<file path="src/rtl/core_run_pkg.sv">
// ============================================================================
// core_run_pkg : shared run-controller state encoding and default parameters
// Rev 1.0
// ============================================================================
`default_nettype none

package core_run_pkg;

  typedef enum logic [2:0] {
    IDLE    = 3'd0,
    RESET   = 3'd1,
    RUN     = 3'd2,
    DONE    = 3'd3,
    TIMEOUT = 3'd4,
    STALL   = 3'd5
  } run_state_t;

  localparam int DEF_RST_CYCLES  = 3;
  localparam int DEF_MAX_CYCLES  = 1000;
  localparam int DEF_STALL_LIMIT = 16;

endpackage

`default_nettype wire

</file>
<file path="src/rtl/core_run_cnt.sv">
// ============================================================================
// core_run_cnt : up-counter with synchronous clear (priority) and enable
// Rev 1.0
// ============================================================================
`default_nettype none

module core_run_cnt
  import core_run_pkg::*;
#(
  parameter int CNT_W = 32
) (
  input  logic             clk,
  input  logic             rst,
  input  logic             clr,
  input  logic             en,
  output logic [CNT_W-1:0] q
);

  always_ff @(posedge clk or posedge rst) begin
    if (rst)
      q <= '0;
    else if (clr)
      q <= '0;
    else if (en)
      q <= q + CNT_W'(1);
  end

endmodule

`default_nettype wire

</file>
<file path="src/rtl/core_run_ctrl.sv">
// ============================================================================
// core_run_ctrl : holds core reset after start, runs the core, and ends the
//                 run on halt-PC retire, cycle budget or retire stall
// Rev 1.0
// ============================================================================
`default_nettype none

module core_run_ctrl
  import core_run_pkg::*;
#(
  parameter int RST_CYCLES  = DEF_RST_CYCLES,
  parameter int MAX_CYCLES  = DEF_MAX_CYCLES,
  parameter int STALL_LIMIT = DEF_STALL_LIMIT,
  parameter int PC_W        = 32,
  parameter int CNT_W       = 32
) (
  input  logic             clk,
  input  logic             rst,
  input  logic             start,
  input  logic [PC_W-1:0]  halt_pc,
  input  logic [PC_W-1:0]  pc,
  input  logic             retire,
  output logic             core_rst,
  output logic             running,
  output logic             done,
  output logic             timeout,
  output logic             stalled,
  output logic [CNT_W-1:0] cycle_cnt,
  output logic [CNT_W-1:0] retire_cnt
);

  localparam logic [CNT_W-1:0] PHASE_LAST = CNT_W'(RST_CYCLES - 1);
  localparam logic [CNT_W-1:0] CYCLE_LAST = CNT_W'(MAX_CYCLES - 1);
  localparam logic [CNT_W-1:0] STALL_LAST = CNT_W'(STALL_LIMIT - 1);

  run_state_t       state, next_state;
  logic [CNT_W-1:0] phase_cnt;
  logic [CNT_W-1:0] stall_cnt;
  logic             in_run;
  logic             terminal;
  logic             start_ok;
  logic             halt_hit;
  logic             budget_hit;
  logic             stall_hit;

  assign in_run     = (state == RUN);
  assign terminal   = (state == DONE) || (state == TIMEOUT) || (state == STALL);
  assign start_ok   = start && ((state == IDLE) || terminal);
  assign halt_hit   = retire && (pc == halt_pc);
  assign budget_hit = (cycle_cnt == CYCLE_LAST);
  assign stall_hit  = !retire && (stall_cnt == STALL_LAST);

  core_run_cnt #(.CNT_W(CNT_W)) u_phase_cnt (
    .clk (clk),
    .rst (rst),
    .clr (start_ok),
    .en  (state == RESET),
    .q   (phase_cnt)
  );

  core_run_cnt #(.CNT_W(CNT_W)) u_cycle_cnt (
    .clk (clk),
    .rst (rst),
    .clr (start_ok),
    .en  (in_run),
    .q   (cycle_cnt)
  );

  core_run_cnt #(.CNT_W(CNT_W)) u_retire_cnt (
    .clk (clk),
    .rst (rst),
    .clr (start_ok),
    .en  (in_run && retire),
    .q   (retire_cnt)
  );

  // Any retire restarts the idle-cycle count, so it measures consecutive gaps.
  core_run_cnt #(.CNT_W(CNT_W)) u_stall_cnt (
    .clk (clk),
    .rst (rst),
    .clr (start_ok || (in_run && retire)),
    .en  (in_run && !retire),
    .q   (stall_cnt)
  );

  always_ff @(posedge clk or posedge rst) begin
    if (rst)
      state <= IDLE;
    else
      state <= next_state;
  end

  always_comb begin
    next_state = state;
    case (state)
      IDLE:    if (start) next_state = RESET;
      RESET:   if (phase_cnt == PHASE_LAST) next_state = RUN;
      RUN: begin
        if (halt_hit)        next_state = DONE;
        else if (budget_hit) next_state = TIMEOUT;
        else if (stall_hit)  next_state = STALL;
      end
      DONE, TIMEOUT, STALL: if (start) next_state = RESET;
      default: next_state = IDLE;
    endcase
  end

  // Outputs decode the state register only, so they change solely on edges.
  always_comb begin
    core_rst = 1'b1;
    running  = 1'b0;
    done     = 1'b0;
    timeout  = 1'b0;
    stalled  = 1'b0;
    case (state)
      RUN: begin
        core_rst = 1'b0;
        running  = 1'b1;
      end
      DONE:    done    = 1'b1;
      TIMEOUT: timeout = 1'b1;
      STALL:   stalled = 1'b1;
      default: ;
    endcase
  end

endmodule

`default_nettype wire

</file>
<file path="config.mk">
export PLATFORM = sky130hd
export DESIGN_NAME = core_run_ctrl
export DESIGN_NICKNAME = d
export VERILOG_FILES = /design/src/rtl/core_run_pkg.sv /design/src/rtl/core_run_cnt.sv /design/src/rtl/core_run_ctrl.sv
export SDC_FILE = /design/constraint.sdc
export NUM_CORES = 1
export LEC_CHECK = 0
export ABC_AREA = 1
export ABC_CLOCK_PERIOD_IN_PS = 4870
export CORE_ASPECT_RATIO = 0.8
export CORE_MARGIN = 2
export CORE_UTILIZATION = 55
export DETAILED_ROUTE_END_ITERATION = 6
export PLACE_DENSITY = 0.86
export SETUP_SLACK_MARGIN = 0.2
export SYNTH_ARGS = -nofsm -noshare
export SYNTH_HDL_FRONTEND = slang
export SYNTH_SLANG_ARGS = --single-unit
</file>
<file path="constraint.sdc">
create_clock -name clk -period 4.87 [get_ports clk]
set_clock_uncertainty 0.1 [all_clocks]
set_input_delay 0.974 -clock clk [delete_from_list [all_inputs] [get_ports clk]]
set_output_delay 0.974 -clock clk [all_outputs]
set_load 0.01 [all_outputs]
</file>
==> flow_summary.toml, run 1 <==
[yosys]
synthArstFlopShare_pct = 100
ys_ff_latch = 131
synth-main-ff-cell = "dfrtp_1"
avgSynthCellArea_um2 = 6.51
synth_cell_types = 41
synth_cells = 1373
synth-edff-count = 0
syn-num-nets = 1446
synth.top_cell.area_share_pct = 36.7
synth_warnings = 0
yosysSeqAreaShare_pct = 36.7
syn_area_mm2 = 0.00894
yosysTopAreaCell = "dfrtp_1"
synth_area_leaders = "dfrtp_1 37%, nand2_1 15%, inv_1 8.4%, nor2_1 8.2%, nand4_1 5.0%"

[grt]
grt_max_degree = 115
grt_remaining_overflow = 0
grt_usage_pct = 30.8
antenna_found_initial = 1
grt_pass1_vias = 8833
grt_pass1_wl_um = 43300

[clock_network]
htreeDepth = 4
post-cts-setup-buffer-count = 0
clockBufferDepth = 2
cts_resized = 0
path_clk_slew_ns = 0.06
numCtsBuffers = 17
hold_buffers = 0
cts-root-buf = "clkbuf_16"
clock_latency_ns = 0.43
cts_sinks = 131
cts_tree = "built"

[finish]
num_antenna_cells = 0
layout-drive-gt1-share_pct = 4.40
final_nets = 1581
syn2layout_area_growth_pct = 24.0
fin_area_mm2 = 0.0111
fin_util_pct = 69.9
instances_no_fill = 1736

[worst_hold_path]
hold_depth = 1
min_to = "u_phase_cnt.q[2]"
hp-start = "u_phase_cnt.q[2]"
hold_path_class = "flip-flop to flip-flop"

[setup_path]
required_ns = 3.80
r2r-end = "u_stall_cnt.q[14]"
cp.arrival_ns = 2.24
crit_path_end_kind = "primary output"
critPathKind = "flip-flop to primary output"
critPathLaunchType = "flip-flop"
crit_chain = "inv_2 -> nor3_4 -> buf_4 -> inv_2 -> clkdlybuf4s50_1"
r2r_slack_ns = 1.99
r2r-start = "state[2]"
max_stage_delay_ns = 0.63
cpMostUsedCell = "inv_2"
slowest_stage = "clkdlybuf4s50_1"
rr_worst_depth = 9
crit_fanout = 26

[routing]
wl_um = 26200
via_per_inst = 5.74
drc_errors = 0
vias = 9965
dr.first_iter.drc_count = 964
wire_per_inst_um = 15.1
ant_nets = 0
first_pass_iters = 6

[timing]
max_slew_margin_pct = 54.9
setup-tns-final_ns = 0
fmaxAchievable_ghz = 0.301
report.final.hold_viol_count = 0
tightest_slew_ns = 0.677
setup_viol = 0
fin_ws_ns = 1.55
rsz0062_at_grt = "false"
final.min_clock_period_ns = 3.32
report.final.slew_viol_count = 0
period_share_pct = 68.1

[placement]
hpwl_um = 19100
place.gp.congestion = 0.979
dpl-instance-area_mm2 = 0.0105
dp_slack_ns = 1.45
post-place-cells = 1704
port_buffers = 136

[run_status]
outcome = "finished clean"

[pwr]
ir_drop_mv = 0.299
powerDensity_mw_per_mm2 = 305
leakagePower_uw = 0.00485

[floorplan]
rows = 41
die_y_um = 118
die_w_um = 147
initial_core_util_pct = 56.4
design.core.area_mm2 = 0.0159
fp.dieArea_mm2 = 0.0173
ioPinCount = 137

[job]
timing.max_cap.violations = 0
sequential cells by signal (all words and copies together) (netlist names):
signal          cells
u_retire_cnt.q     32
state               3
u_stall_cnt.q      32
u_cycle_cnt.q      32
u_phase_cnt.q      32
metal layers:
metal  track usage (%)  vias up  wire, µm
met5                 0        -         0
met4              10.3        0       581
met3              6.09       60      2510
met2              47.4      579     11800
met1              43.5     4527     11400
li1                  -     4799         -
how the worst max path moves through the flow:
stage	startpoint	endpoint	slack [ns]	depth (start not counted)
after floorplan	rst	state[0]	0.30	1
after global placement	start	u_stall_cnt.q[14]	1.51	6
after detailed placement	start	u_stall_cnt.q[14]	1.45	6
after CTS	state[1]	core_rst	1.57	5
after global routing	state[1]	core_rst	1.51	5
final	state[1]	core_rst	1.55	5
cells in the final DEF, fill, tap and decap left out, types with 6 or more instances in the layout:
cell type | Yosys | final
a211oi_1 | 9 | 9
a21oi_1 | 61 | 61
a31oi_1 | 11 | 11
and3_1 | 7 | 7
clkbuf_16 | 0 | 17
clkdlybuf4s50_1 | 0 | 136
dfrtp_1 | 131 | 131
inv_1 | 200 | 199
nand2_1 | 350 | 350
nand3_1 | 80 | 80
nand4_1 | 72 | 72
nor2_1 | 196 | 196
nor3_1 | 77 | 77
nor3b_1 | 9 | 9
nor4_1 | 10 | 10
o21a_1 | 7 | 7
o21ai_0 | 68 | 68
xnor2_1 | 6 | 6
xor2_1 | 6 | 6
logic make-up after synthesis:
logic type | share of synthesized area [%]
adders and majority gates | 0.700
AOI/OAI and AO/OA | 10.2
buffers and inverters | 9.90
DFF | 36.7
xor gates and xnor gates | 1.18
and+or+nand+nor | 41.4
where the power goes:
part / leakage (µW) / internal [µW] / total [µW] / switching [µW]
Combinational: 0.00277 / 269 / 896 / 627
Sequential: 0.00182 / 1150 / 1230 / 82.6
Clock: 0.000268 / 743 / 1250 / 506
Total: 0.00485 / 2160 / 3380 / 1220
critical path, delay by kind of cell, from the launching register on:
family | cells | cell delay, ns
buffers and inverters | 4 | 1.33
DFF | 1 | 0.45
and+or+nand+nor | 1 | 0.03
cell usage after synthesis (10+ instances only):
library cell,n
nand2_1,350
inv_1,200
nor2_1,196
dfrtp_1,131
nand3_1,80
nor3_1,77
nand4_1,72
o21ai_0,68
a21oi_1,61
clkbuf_1,15
a31oi_1,11
nor4_1,10
per-stage QoR:
step / hold WS (ns) / power (µW)
final: 0.423 / 3380
after CTS: 0.421 / 3370
after global placement: 0.402 / 2100
after global routing: 0.454 / 3540
after detailed placement: 0.409 / 2130
after floorplan: 0.375 / 1820
area by class of cell:
class | instances | area (µm²)
timing repair buffer | 139 | 1400
clock inverter | 11 | 104
sequential | 131 | 3280
multi-input combinational | 1011 | 4770
tap | 215 | 269
clock buffer | 21 | 470
fill | 1295 | 4770
inverter | 208 | 786
Note: power is estimated with default switching activity, not from simulation.
==> inputs of run 2 (changes only) <==
ABC_CLOCK_PERIOD_IN_PS = 3050   (was 4870)
CORE_UTILIZATION = 50   (was 55)
PLACE_DENSITY = 0.83   (was 0.86)
clock period = 3.05 ns   (was 4.87 ns; I/O delays follow)
==> flow_summary.toml, run 2 (synthesized netlist as in run 1, its figures left out) <==
[routing]
wire_per_inst_um = 15.1
wl_um = 26500
ant_nets = 0
via_per_inst = 5.69
drc_errors = 3
dr.first_iter.drc_count = 999
vias = 9975
first_pass_iters = 7

[pwr]
p_int_uw = 3740
power.switching_uw = 1970
powerDensity_mw_per_mm2 = 508
seq_power_share_pct = 34.4
leakagePower_uw = 0.00493
power_frac_comb_pct = 26.2
sw_frac_of_total_pct = 34.4
ir_drop_mv = 0.461
clockPowerShare_pct = 39.4

[finish]
fin_util_pct = 64.4
final_cell_mix = "350 x nand2_1, 199 x inv_1, 196 x nor2_1"
syn2layout_area_growth_pct = 25.6
final_nets = 1588
layout_commonest_cell = "nand2_1"
layout-drive-gt1-share_pct = 4.91
num_antenna_cells = 0

[grt]
grt_usage_pct = 28.3
antenna_found_initial = 0
grt_pass1_wl_um = 43700
grt_max_degree = 75
grt_pass1_vias = 9114
grt_remaining_overflow = 0

[worst_hold_path]
hold_depth = 1
hold_path_class = "flip-flop to flip-flop"

[setup_path]
crit_chain = "inv_2 -> nor3_4 -> inv_2 -> clkdlybuf4s50_1"
path_depth = 4
max_stage_delay_ns = 0.53
crit_buf_inv = 3
crit_fanout = 8
slowest_stage = "clkdlybuf4s50_1"
rr_worst_depth = 10
critPathKind = "flip-flop to primary output"
critPathLaunchType = "flip-flop"
crit_path_end_kind = "primary output"
cpMostUsedCell = "inv_2"
required_ns = 2.34
cp.arrival_ns = 1.98
cp_top_family = "buffers and inverters"

[timing]
setup_viol = 0
rsz0062_at_grt = "false"
fmaxAchievable_ghz = 0.372
max_slew_margin_pct = 62.3
fin_ws_ns = 0.359
report.final.hold_viol_count = 0
setup-tns-final_ns = 0
period_share_pct = 88.2
tightest_slew_ns = 0.562
report.final.slew_viol_count = 0
final.min_clock_period_ns = 2.69
holdWs_ns = 0.419

[job]
timing.max_cap.violations = 0

[floorplan]
fp.dieArea_mm2 = 0.0190
die_y_um = 124
die_w_um = 153
design.core.area_mm2 = 0.0174
ioPinCount = 137
initial_core_util_pct = 51.3
rows = 43

[placement]
place.gp.congestion = 0.945
port_buffers = 136
dp_slack_ns = 0.499
hpwl_um = 19700

[clock_network]
cts-root-buf = "clkbuf_16"
cts_tree = "built"
htreeDepth = 4
clockBufferDepth = 2
clock_latency_ns = 0.43
numCtsBuffers = 17
path_clk_slew_ns = 0.06
post-cts-setup-buffer-count = 0
hold_buffers = 0
cts_sinks = 131
cts_resized = 0

[run_status]
outcome = "finished, violations left"
violations = "design-rule violations"
==> run 2: final timing paths <==
path                                  start                end  slack (ns)
max                                state[1]           core_rst        0.36
min reg2reg                u_phase_cnt.q[2]   u_phase_cnt.q[2]        0.42
max in group asynchronous               rst  u_stall_cnt.q[13]        1.95
max reg2reg                        state[0]  u_cycle_cnt.q[12]        0.74
min                        u_phase_cnt.q[2]   u_phase_cnt.q[2]        0.42
min in group asynchronous               rst  u_cycle_cnt.q[16]        0.54
==> run 2: power by group through the flow <==
stage	Clock (µW)	Sequential (µW)	Combinational [µW]
after floorplan	0	1980	923
after global placement	0	1990	1440
after detailed placement	0	1990	1470
after CTS	2260	1960	1480
after global routing	2340	1980	1650
final	2250	1960	1490
==> run 2: cell type report <==
cell class,count,area [µm²]
multi-input combinational,1011,4770
clock inverter,12,176
tap,225,282
fill,1574,6210
inverter,208,787
sequential,131,3280
timing repair buffer,146,1460
clock buffer,20,467
==> run 2: per-layer routing <==
metal / track usage (%) / routed length [µm]
met3: 5.81 / 2420
met1: 40.9 / 12000
met2: 43.5 / 11600
met5: 0 / 0
met4: 8.20 / 478
==> run 2: through the flow <==
step	std cells	instance area [µm²]	power [µW]
2_1_floorplan	1373	8940	2900
3_3_place_gp	1721	10600	3430
3_5_place_dp	1721	10600	3460
4_1_cts	1753	11200	5710
5_1_grt	1753	11200	5970
6_report	1753	11200	5710
==> patch (settings of run 1) <==
Set the parameter `PC_W` to 28 (it was 32).
--- a/src/rtl/core_run_ctrl.sv
+++ b/src/rtl/core_run_ctrl.sv
@@ -11,7 +11,7 @@
   parameter int RST_CYCLES  = DEF_RST_CYCLES,
   parameter int MAX_CYCLES  = DEF_MAX_CYCLES,
   parameter int STALL_LIMIT = DEF_STALL_LIMIT,
-  parameter int PC_W        = 32,
+  parameter int PC_W        = 28,
   parameter int CNT_W       = 32
 ) (
   input  logic             clk,
Ports: changed (resized halt_pc and pc); port bits go from 137 to 129. The function was not compared with the original's and may differ.
==> patch against run 1 <==
Cell area up 1.0%. Total power up 4.0%. Sequential cell count unchanged. Via count down 0.36%. Wire length up 0.76%. Sequential share of layout area down 0.30 points. Non-clock buffer count down 8. Area after synthesis up 2.4%. Worst setup slack worse by 0.25 ns.
==> patch: results (changes against run 1) <==
Pwr
The static leakage was 5.11 nW (+5.3%). The largest vdd supply drop is 0.264 mV (-12%).

Yosys
Sorting the synthesized cells by area gives the leading types as dfrtp_1, nand2_1, inv_1. The share of the synthesized area in the top cell type is 35.8% (-0.84 points). Counting instances in the post-synthesis netlist gives the leading cell types as nand2_1, inv_1, nor2_1.

Final layout
The number of filler cells placed in the layout came to 1438 (+11%). The final net count is 1623 (+2.7%). The fraction of final layout cells with drive strength greater than 1 is 4.20% (-0.20 points).

Detailed routing
The met1 routed wirelength after detailed routing is 12.0 mm (+5.3%). The routed wire length on met2 is 11.7 mm (-1.1%). The via density per instance is 5.54 (-3.4%). The first-iteration detailed-routing DRC count came to 1135 (+18%).

The total length of routed met3 wires is 2.33 mm (-6.9%). The detailed-routing iteration count for the pre-antenna-repair pass is 5 (-1). The via total after detailed routing came to 9929 (-0.36%).

Placed design
The number of buffers inserted by port buffering came to 128 (-5.9%). The placed instance area is 10600 um^2 (+0.95%). The routability congestion estimate is 0.942 (-3.7%). The pre-CTS worst setup slack is 1.37 ns (-0.0755 ns). The detailed placement HPWL came to 19.3 mm (+1.3%). The number of cells after detailed placement is 1759 (+3.2%).

Setup path
The data arrival time at the worst-slack endpoint is 2.50 ns (+0.26 ns). The maximum fanout count along the critical path came to 18 (-31%).

Timing
The relative slew slack is 44.8% (-10 points).

Global route
The total routing usage reported by global routing is 30.3% (-0.48 points). The pin count of the biggest net entering global routing is 83 (-28%). The via count of the first global-routing pass was 9024 (+2.2%). The global-route wire length before repair came to 43.3 mm (about the same).

CTS
The maximum level of the CTS H-tree came to 4 (unchanged).

Outcome
The flow ran to the end, and the final reports show no timing, DRC or antenna violations.
-- patch: final timing paths --
kind                                    from                end  slack, ns  cells after the start
min reg2reg                u_stall_cnt.q[29]  u_stall_cnt.q[29]       0.41                      2
min                        u_stall_cnt.q[29]  u_stall_cnt.q[29]       0.41                      2
min in group asynchronous                rst  u_stall_cnt.q[23]       0.98                      2
max                                 state[2]            running       1.30                      4
max reg2reg                         state[2]  u_stall_cnt.q[13]       2.09                      9
max in group asynchronous                rst  u_cycle_cnt.q[19]       2.83                      3
-- patch: cells by family (layout without fill, tap and decap cells) --
group / count (synthesis) / after routing / share of synthesized area [%]
buffers and inverters: 253 / 393 / 10.9
XOR/XNOR: 20 / 20 / 1.92
adder cells (fa/ha/maj): 5 / 5 / 0.684
AND/OR/NAND/NOR: 857 / 857 / 41.0
flip-flops: 131 / 131 / 35.8
AO/OA/AOI/OAI: 165 / 165 / 9.70
-- patch: layout make-up --
cell class / count / area, um^2 / share of cell area [%]
sequential: 131 / 3280 / 29.3
tap: 220 / 275 / 2.46
multi-input combinational: 1047 / 4870 / 43.6
timing repair buffer: 131 / 1300 / 11.7
clock inverter: 13 / 134 / 1.20
clock buffer: 19 / 453 / 4.05
inverter: 230 / 871 / 7.78
-- patch: critical path, cell delays in order (launching register included) --
cell and delay, ns:
dfrtp_1 0.37, inv_1 0.12, nand3_4 0.30, clkinv_1 0.60
clkdlybuf4s50_1 0.67
-- patch: layer usage --
| layer | GRT usage, % | up-vias |
|---|---|---|
| met5 | 0 | - |
| met4 | 7.98 | 0 |
| met3 | 6.25 | 48 |
| met2 | 46.3 | 500 |
| met1 | 43.9 | 4516 |
| li1 | - | 4865 |
-- patch: power by group --
| part | leakage [nW] | internal, mW | switching, mW | total, mW |
|---|---|---|---|---|
| Combinational | 3.01 | 0.303 | 0.662 | 0.966 |
| Sequential | 1.82 | 1.16 | 0.111 | 1.27 |
| Clock | 0.285 | 0.777 | 0.496 | 1.27 |
